File: config.mk
export PLATFORM = sky130hd
export DESIGN_NAME = pipe_ctrl
export DESIGN_NICKNAME = d
export VERILOG_FILES = /design/src/rtl/pipe_ctrl_pkg.sv /design/src/rtl/pipe_ctrl_creg.sv /design/src/rtl/pipe_ctrl.sv
export SDC_FILE = /design/constraint.sdc
export NUM_CORES = 1
export LEC_CHECK = 0
export CORE_MARGIN = 10
export CORE_UTILIZATION = 48
export CTS_CLUSTER_SIZE = 16
export DETAILED_ROUTE_END_ITERATION = 8
export GPL_TIMING_DRIVEN = 0
export PLACE_DENSITY_LB_ADDON = 0.15
export SLEW_MARGIN = 10
export SYNTH_ARGS = -nofsm -noshare
export SYNTH_HDL_FRONTEND = slang
export SYNTH_HIERARCHICAL = 1
export SYNTH_SLANG_ARGS = --single-unit
File: constraint.sdc
create_clock -name clk -period 3.6 [get_ports clk]
set_input_delay 0.9 -clock clk [delete_from_list [all_inputs] [get_ports clk]]
set_output_delay 0.9 -clock clk [all_outputs]
set_load 0.02 [all_outputs]
File: src/rtl/pipe_ctrl_pkg.sv
// Shared encodings for the pipeline control unit: MEM-stage control ops, exception codes,
// control-register indices, STATUS bit positions and FSM states.
package pipe_ctrl_pkg;

    typedef enum logic [1:0] {
        CtrlNop  = 2'd0,
        CtrlWrcr = 2'd1,
        CtrlExrt = 2'd2
    } ctrl_op_e;

    typedef enum logic [2:0] {
        ExpNone     = 3'd0,
        ExpExtInt   = 3'd1,
        ExpUndef    = 3'd2,
        ExpOverflow = 3'd3,
        ExpMisalign = 3'd4,
        ExpTrap     = 3'd5,
        ExpPriv     = 3'd6
    } exp_code_e;

    localparam logic [4:0] CrStatus    = 5'd0;
    localparam logic [4:0] CrPreStatus = 5'd1;
    localparam logic [4:0] CrEpc       = 5'd2;
    localparam logic [4:0] CrExpVector = 5'd3;
    localparam logic [4:0] CrCause     = 5'd4;
    localparam logic [4:0] CrIntMask   = 5'd5;
    localparam logic [4:0] CrIrqPend   = 5'd6;
    localparam logic [4:0] CrPerf      = 5'd7;

    localparam int unsigned StatusExeMode = 0;
    localparam int unsigned StatusIntEn   = 1;

    localparam logic [1:0] StRun      = 2'd0;
    localparam logic [1:0] StHold     = 2'd1;
    localparam logic [1:0] StRedirect = 2'd2;

endpackage

File: src/rtl/pipe_ctrl_creg.sv
// Control-register file with IRQ synchroniser. Defining PIPE_CTRL_PERF_EN adds a
// stall-cycle counter at index 7.
module pipe_ctrl_creg
    import pipe_ctrl_pkg::*;
#(
    parameter int unsigned IRQ_W = 8
) (
    input  logic             clk,
    input  logic             reset,
    input  logic [IRQ_W-1:0] irq,
    input  logic [4:0]       rd_addr,
    output logic [31:0]      rd_data,
    input  logic             wr_en,
    input  logic [4:0]       wr_addr,
    input  logic [31:0]      wr_data,
    input  logic             exp_capture,
    input  logic [2:0]       exp_code,
    input  logic [29:0]      exp_pc,
    input  logic             exrt_restore,
    input  logic             stall_any,
    output logic [1:0]       status,
    output logic [29:0]      epc,
    output logic [29:0]      exp_vector,
    output logic             int_detect
);

    logic [1:0]       status_q, pre_status_q;
    logic [29:0]      epc_q, exp_vector_q;
    logic [2:0]       cause_q;
    logic [IRQ_W-1:0] int_mask_q, irq_meta_q, irq_sync_q;
    logic [IRQ_W-1:0] irq_pend;

    always_ff @(posedge clk or posedge reset) begin
        if (reset) begin
            status_q     <= '0;
            pre_status_q <= '0;
            epc_q        <= '0;
            exp_vector_q <= '0;
            cause_q      <= '0;
            int_mask_q   <= '1;
            irq_meta_q   <= '0;
            irq_sync_q   <= '0;
        end else begin
            irq_meta_q <= irq;
            irq_sync_q <= irq_meta_q;
            if (exp_capture) begin
                epc_q        <= exp_pc;
                cause_q      <= exp_code;
                pre_status_q <= status_q;
                status_q     <= 2'b00;
            end else if (exrt_restore) begin
                status_q <= pre_status_q;
            end else if (wr_en) begin
                case (wr_addr)
                    CrStatus:    status_q     <= wr_data[1:0];
                    CrPreStatus: pre_status_q <= wr_data[1:0];
                    CrEpc:       epc_q        <= wr_data[29:0];
                    CrExpVector: exp_vector_q <= wr_data[29:0];
                    CrCause:     cause_q      <= wr_data[2:0];
                    CrIntMask:   int_mask_q   <= wr_data[IRQ_W-1:0];
                    default: ;
                endcase
            end
        end
    end

`ifdef PIPE_CTRL_PERF_EN
    logic [31:0] perf_q;

    // A WRCR to the counter both clears (data 0) and preloads it; it wins over counting.
    always_ff @(posedge clk or posedge reset) begin
        if (reset) begin
            perf_q <= '0;
        end else if (wr_en && (wr_addr == CrPerf)) begin
            perf_q <= wr_data;
        end else if (stall_any) begin
            perf_q <= perf_q + 32'd1;
        end
    end
`else
    logic unused_perf;
    assign unused_perf = ^{wr_data[31:30], stall_any};
`endif

    assign irq_pend   = irq_sync_q & ~int_mask_q;
    assign int_detect = status_q[StatusIntEn] & (|irq_pend);
    assign status     = status_q;
    assign epc        = epc_q;
    assign exp_vector = exp_vector_q;

    always_comb begin
        rd_data = '0;
        case (rd_addr)
            CrStatus:    rd_data[1:0]       = status_q;
            CrPreStatus: rd_data[1:0]       = pre_status_q;
            CrEpc:       rd_data[29:0]      = epc_q;
            CrExpVector: rd_data[29:0]      = exp_vector_q;
            CrCause:     rd_data[2:0]       = cause_q;
            CrIntMask:   rd_data[IRQ_W-1:0] = int_mask_q;
            CrIrqPend:   rd_data[IRQ_W-1:0] = irq_pend;
`ifdef PIPE_CTRL_PERF_EN
            CrPerf:      rd_data            = perf_q;
`endif
            default:     rd_data            = '0;
        endcase
    end

endmodule

File: src/rtl/pipe_ctrl.sv
// Pipeline stall/flush generation and exception entry/return sequencing.
// Optional stall-cycle counter enabled by PIPE_CTRL_PERF_EN.
module pipe_ctrl
    import pipe_ctrl_pkg::*;
#(
    parameter int unsigned IRQ_W = 8
) (
    input  logic             clk,
    input  logic             reset,
    input  logic             if_busy,
    input  logic             mem_busy,
    input  logic             ld_hazard,
    input  logic [IRQ_W-1:0] irq,
    input  logic             mem_en,
    input  logic [29:0]      mem_pc,
    input  logic [1:0]       mem_ctrl_op,
    input  logic [2:0]       mem_exp_code,
    input  logic [4:0]       mem_dst_addr,
    input  logic [31:0]      mem_out,
    input  logic [4:0]       creg_rd_addr,
    output logic [31:0]      creg_rd_data,
    output logic             exe_mode,
    output logic             int_detect,
    output logic             if_stall,
    output logic             id_stall,
    output logic             ex_stall,
    output logic             mem_stall,
    output logic             if_flush,
    output logic             id_flush,
    output logic             ex_flush,
    output logic             mem_flush,
    output logic [29:0]      new_pc
);

    logic [1:0]  state_q, state_d;
    logic        ev_exp_q, ev_exp_d;
    logic        base_stall, is_exp, is_exrt, run_event;
    logic [3:0]  stall_raw, flush;
    logic        wr_en;
    logic [1:0]  status;
    logic [29:0] epc, exp_vector;

    assign base_stall = if_busy | mem_busy;
    assign is_exp     = mem_en & (mem_exp_code != ExpNone);
    assign is_exrt    = mem_en & (mem_ctrl_op == CtrlExrt);
    // Events are only sampled in RUN: the event instruction stays in MEM until flushed.
    assign run_event  = (state_q == StRun) & (is_exp | is_exrt);

    always_comb begin
        state_d   = state_q;
        ev_exp_d  = ev_exp_q;
        stall_raw = 4'b0000;
        flush     = 4'b0000;
        case (state_q)
            StRun: begin
                if (run_event) begin
                    stall_raw = 4'b1111;
                    ev_exp_d  = is_exp;
                    state_d   = mem_busy ? StHold : StRedirect;
                end else begin
                    stall_raw = {base_stall | ld_hazard, {3{base_stall}}};
                    flush[2]  = ld_hazard & ~base_stall;
                end
            end
            StHold: begin
                stall_raw = 4'b1111;
                if (!mem_busy) state_d = StRedirect;
            end
            StRedirect: begin
                flush   = 4'b1111;
                state_d = StRun;
            end
            default: state_d = StRun;
        endcase
    end

    // Bit order {if, id, ex, mem}; a flush always beats a stall on the same stage.
    assign {if_stall, id_stall, ex_stall, mem_stall} = stall_raw & ~flush;
    assign {if_flush, id_flush, ex_flush, mem_flush} = flush;

    assign new_pc = (state_q == StRedirect) ? (ev_exp_q ? exp_vector : epc) : '0;
    assign wr_en  = (state_q == StRun) & mem_en & (mem_ctrl_op == CtrlWrcr) &
                    (mem_exp_code == ExpNone) & ~mem_stall;

    always_ff @(posedge clk or posedge reset) begin
        if (reset) begin
            state_q  <= StRun;
            ev_exp_q <= 1'b0;
        end else begin
            state_q  <= state_d;
            ev_exp_q <= ev_exp_d;
        end
    end

    pipe_ctrl_creg #(
        .IRQ_W(IRQ_W)
    ) u_creg (
        .clk         (clk),
        .reset       (reset),
        .irq         (irq),
        .rd_addr     (creg_rd_addr),
        .rd_data     (creg_rd_data),
        .wr_en       (wr_en),
        .wr_addr     (mem_dst_addr),
        .wr_data     (mem_out),
        .exp_capture (run_event & is_exp),
        .exp_code    (mem_exp_code),
        .exp_pc      (mem_pc),
        .exrt_restore(run_event & ~is_exp),
        .stall_any   (if_stall | id_stall | ex_stall | mem_stall),
        .status      (status),
        .epc         (epc),
        .exp_vector  (exp_vector),
        .int_detect  (int_detect)
    );

    assign exe_mode = status[StatusExeMode];

endmodule

==> out/results.ini, run 1 <==
[status]
status=completed

[setup_path]
cp-end-kind=output pin
critical_path_class=input pin to output pin
cp_data_required_time_ns=2.70
crit_buf_inv=4
cp_cell_sequence=clkdlybuf4s50_1, buf_4, buf_6, mux2i_1, nor2_1, clkdlybuf4s50_1
cp_max_fo=10
critPathMaxStageDelay_ns=0.54
crit_family=buffers and inverters
slowest_stage=clkdlybuf4s50_1
crit_arrival_ns=2.64
worstSetupStartpointType=input pin
cp_common_cell=clkdlybuf4s50_1

[cts]
numCtsBuffers=9
cts_sinks=94
clockRootBuffer=clkbuf_8
clock_latency_ns=0.38
cts_max_level=3
cts_buffer_depth=2
cts.clk_slew.worst_paths_ns=0.08
cts_tree=done

[finish]
syn2layout_area_growth_pct=37.9
fin_nets=784
layout-drive-gt1-share=0.113
n_antenna_cell=0
fin_util=0.676
instances_no_fill=838

[sta]
fin_crit_ns=3.54
max_freq_ghz=0.282
maxSlewViolCount=0
worst_pin_slew_ns=0.602
whs_ns=0.353
rsz0062_at_grt=no
hold_violations=0
fin_crit_sh=0.984
setup_viol=0
relSlewSlack=0.593
finalClockSkew_ns=0.00604

[yosys]
yosysWarnings=6
synth_area_sq_um=5320
synth_cells=525
synth_area_per_cell_sq_um=10.1

[floorplanning]
pin_count=163
dieArea_sq_um=15700
die_y_um=125
initial_core_util=0.491
dieWidth_um=125
core-area_sq_um=10800
num_rows=38

[place]
dp_hpwl_um=12700
dp_cells=823
port_buffers=156
finalWeightedCongestion=0.858

[route]
drt-total-wl_um=17500
drc_errors=0
ant_nets=0
via_per_inst=5.83
firstDrtPassIters=5
wire_per_inst_um=20.9
vias=4887
drt-initial-drc-count=435

[global_route]
grt_pass1_wl_um=27700
antenna_found_initial=0
grt_max_degree=55
overflow=0
track_usage=0.215
grt_pass1_vias=5256

[pwr]
p_leak_nw=3.32
peakVddDrop_mv=0.251
p_per_area_nw_per_um2=358
report.power.total_mw=2.63

[flow_run]
drv_cap=0

[hold_path]
hold_path.class=flip-flop to flip-flop

## metal layers
layer / up-vias / track usage / wire length (um)
li1: 2240 / - / -
met1: 2412 / 0.258 / 7320
met2: 207 / 0.358 / 8430
met3: 28 / 0.0680 / 1430
met4: 0 / 0.0759 / 307
met5: - / 0 / 0
## final timing paths
kind / start / end / slack [ns] / depth (start not counted)
worst max-delay path: creg_rd_addr[0] / creg_rd_data[16] / 0.06 / 6
worst min-delay path: u_creg/irq_meta_q[7] / u_creg/irq_sync_q[7] / 0.35 / 0
worst max register to register: state_q[1] / u_creg/epc[21] / 0.71 / 8
worst min register to register: u_creg/irq_meta_q[7] / u_creg/irq_sync_q[7] / 0.35 / 0
max in group asynchronous: reset / u_creg/int_mask_q[7] / 1.98 / 3
min in group asynchronous: reset / ev_exp_q / 0.77 / 2
## power by group
| part | leakage, nW | internal (mW) | switching [mW] | total, mW |
|---|---|---|---|---|
| logic | 2.08 | 0.307 | 0.335 | 0.642 |
| registers | 1.14 | 1.15 | 0.0628 | 1.21 |
| clock network | 0.110 | 0.409 | 0.363 | 0.772 |
## what timing repair did
| item | CTS | global route |
|---|---|---|
| endpoints found under the setup margin | 63 | 54 |
| gates resized for setup | 44 | 23 |
| gates cloned | 0 | 0 |
| hold buffers | 0 | 0 |
| buffers inserted | 1 | 0 |
## per-stage QoR
step	setup TNS, ns	worst slack [ns]	area, sq um
3_5_place_dp	-43.59	-0.647	7090
5_1_grt	0	0.00449	7330
6_report	0	0.0588	7330
4_1_cts	0	0.00438	7320
3_3_place_gp	-136.75	-1.13	7060
2_1_floorplan	0	0.350	5320
## registers in the layout, summed over array words and instances, names as in the netlist
register / flops
u_creg/irq_meta_q: 8
u_creg/epc: 30
state_q: 2
u_creg/int_mask_q: 8
u_creg/status: 2
u_creg/irq_sync_q: 8
ev_exp_q: 1
u_creg/pre_status_q: 2
u_creg/exp_vector: 30
u_creg/cause_q: 3
## cell type report
type                    count  area, sq um
plain buffers              49          250
clock buffers              12          145
clock inverters             4         70.1
fillers                   919         3510
inverters                   8         32.5
multi-input cells         373         2730
flip-flops and latches     94         2360
well taps                 140          175
repair buffers            158         1570
## cells in the final DEF (no fill, tap or decap), drive strengths merged, types with 6 or more instances in the layout
cell,instances
nor2,57
inv,8
buf,25
clkbuf,42
o21ai,37
mux2,38
dlygate4sd2,20
nor2b,43
mux2i,62
dfstp,8
dlymetal6s2s,6
a41oi,30
nand2b,6
dfrtp,86
o22ai,6
a31oi,8
clkdlybuf4s50,126
a21oi,38
(Power assumes the default switching activity.)
==> run 2: changes to the inputs <==
--- a/config.mk
+++ b/config.mk
@@ -5,6 +5,7 @@
 export SDC_FILE = /design/constraint.sdc
 export NUM_CORES = 1
 export LEC_CHECK = 0
+export CAP_MARGIN = 20
 export CORE_MARGIN = 10
 export CORE_UTILIZATION = 48
 export CTS_CLUSTER_SIZE = 16
==> results of run 2 <==
Same layout as run 1: the final DEF is identical, and so are final timing and power.
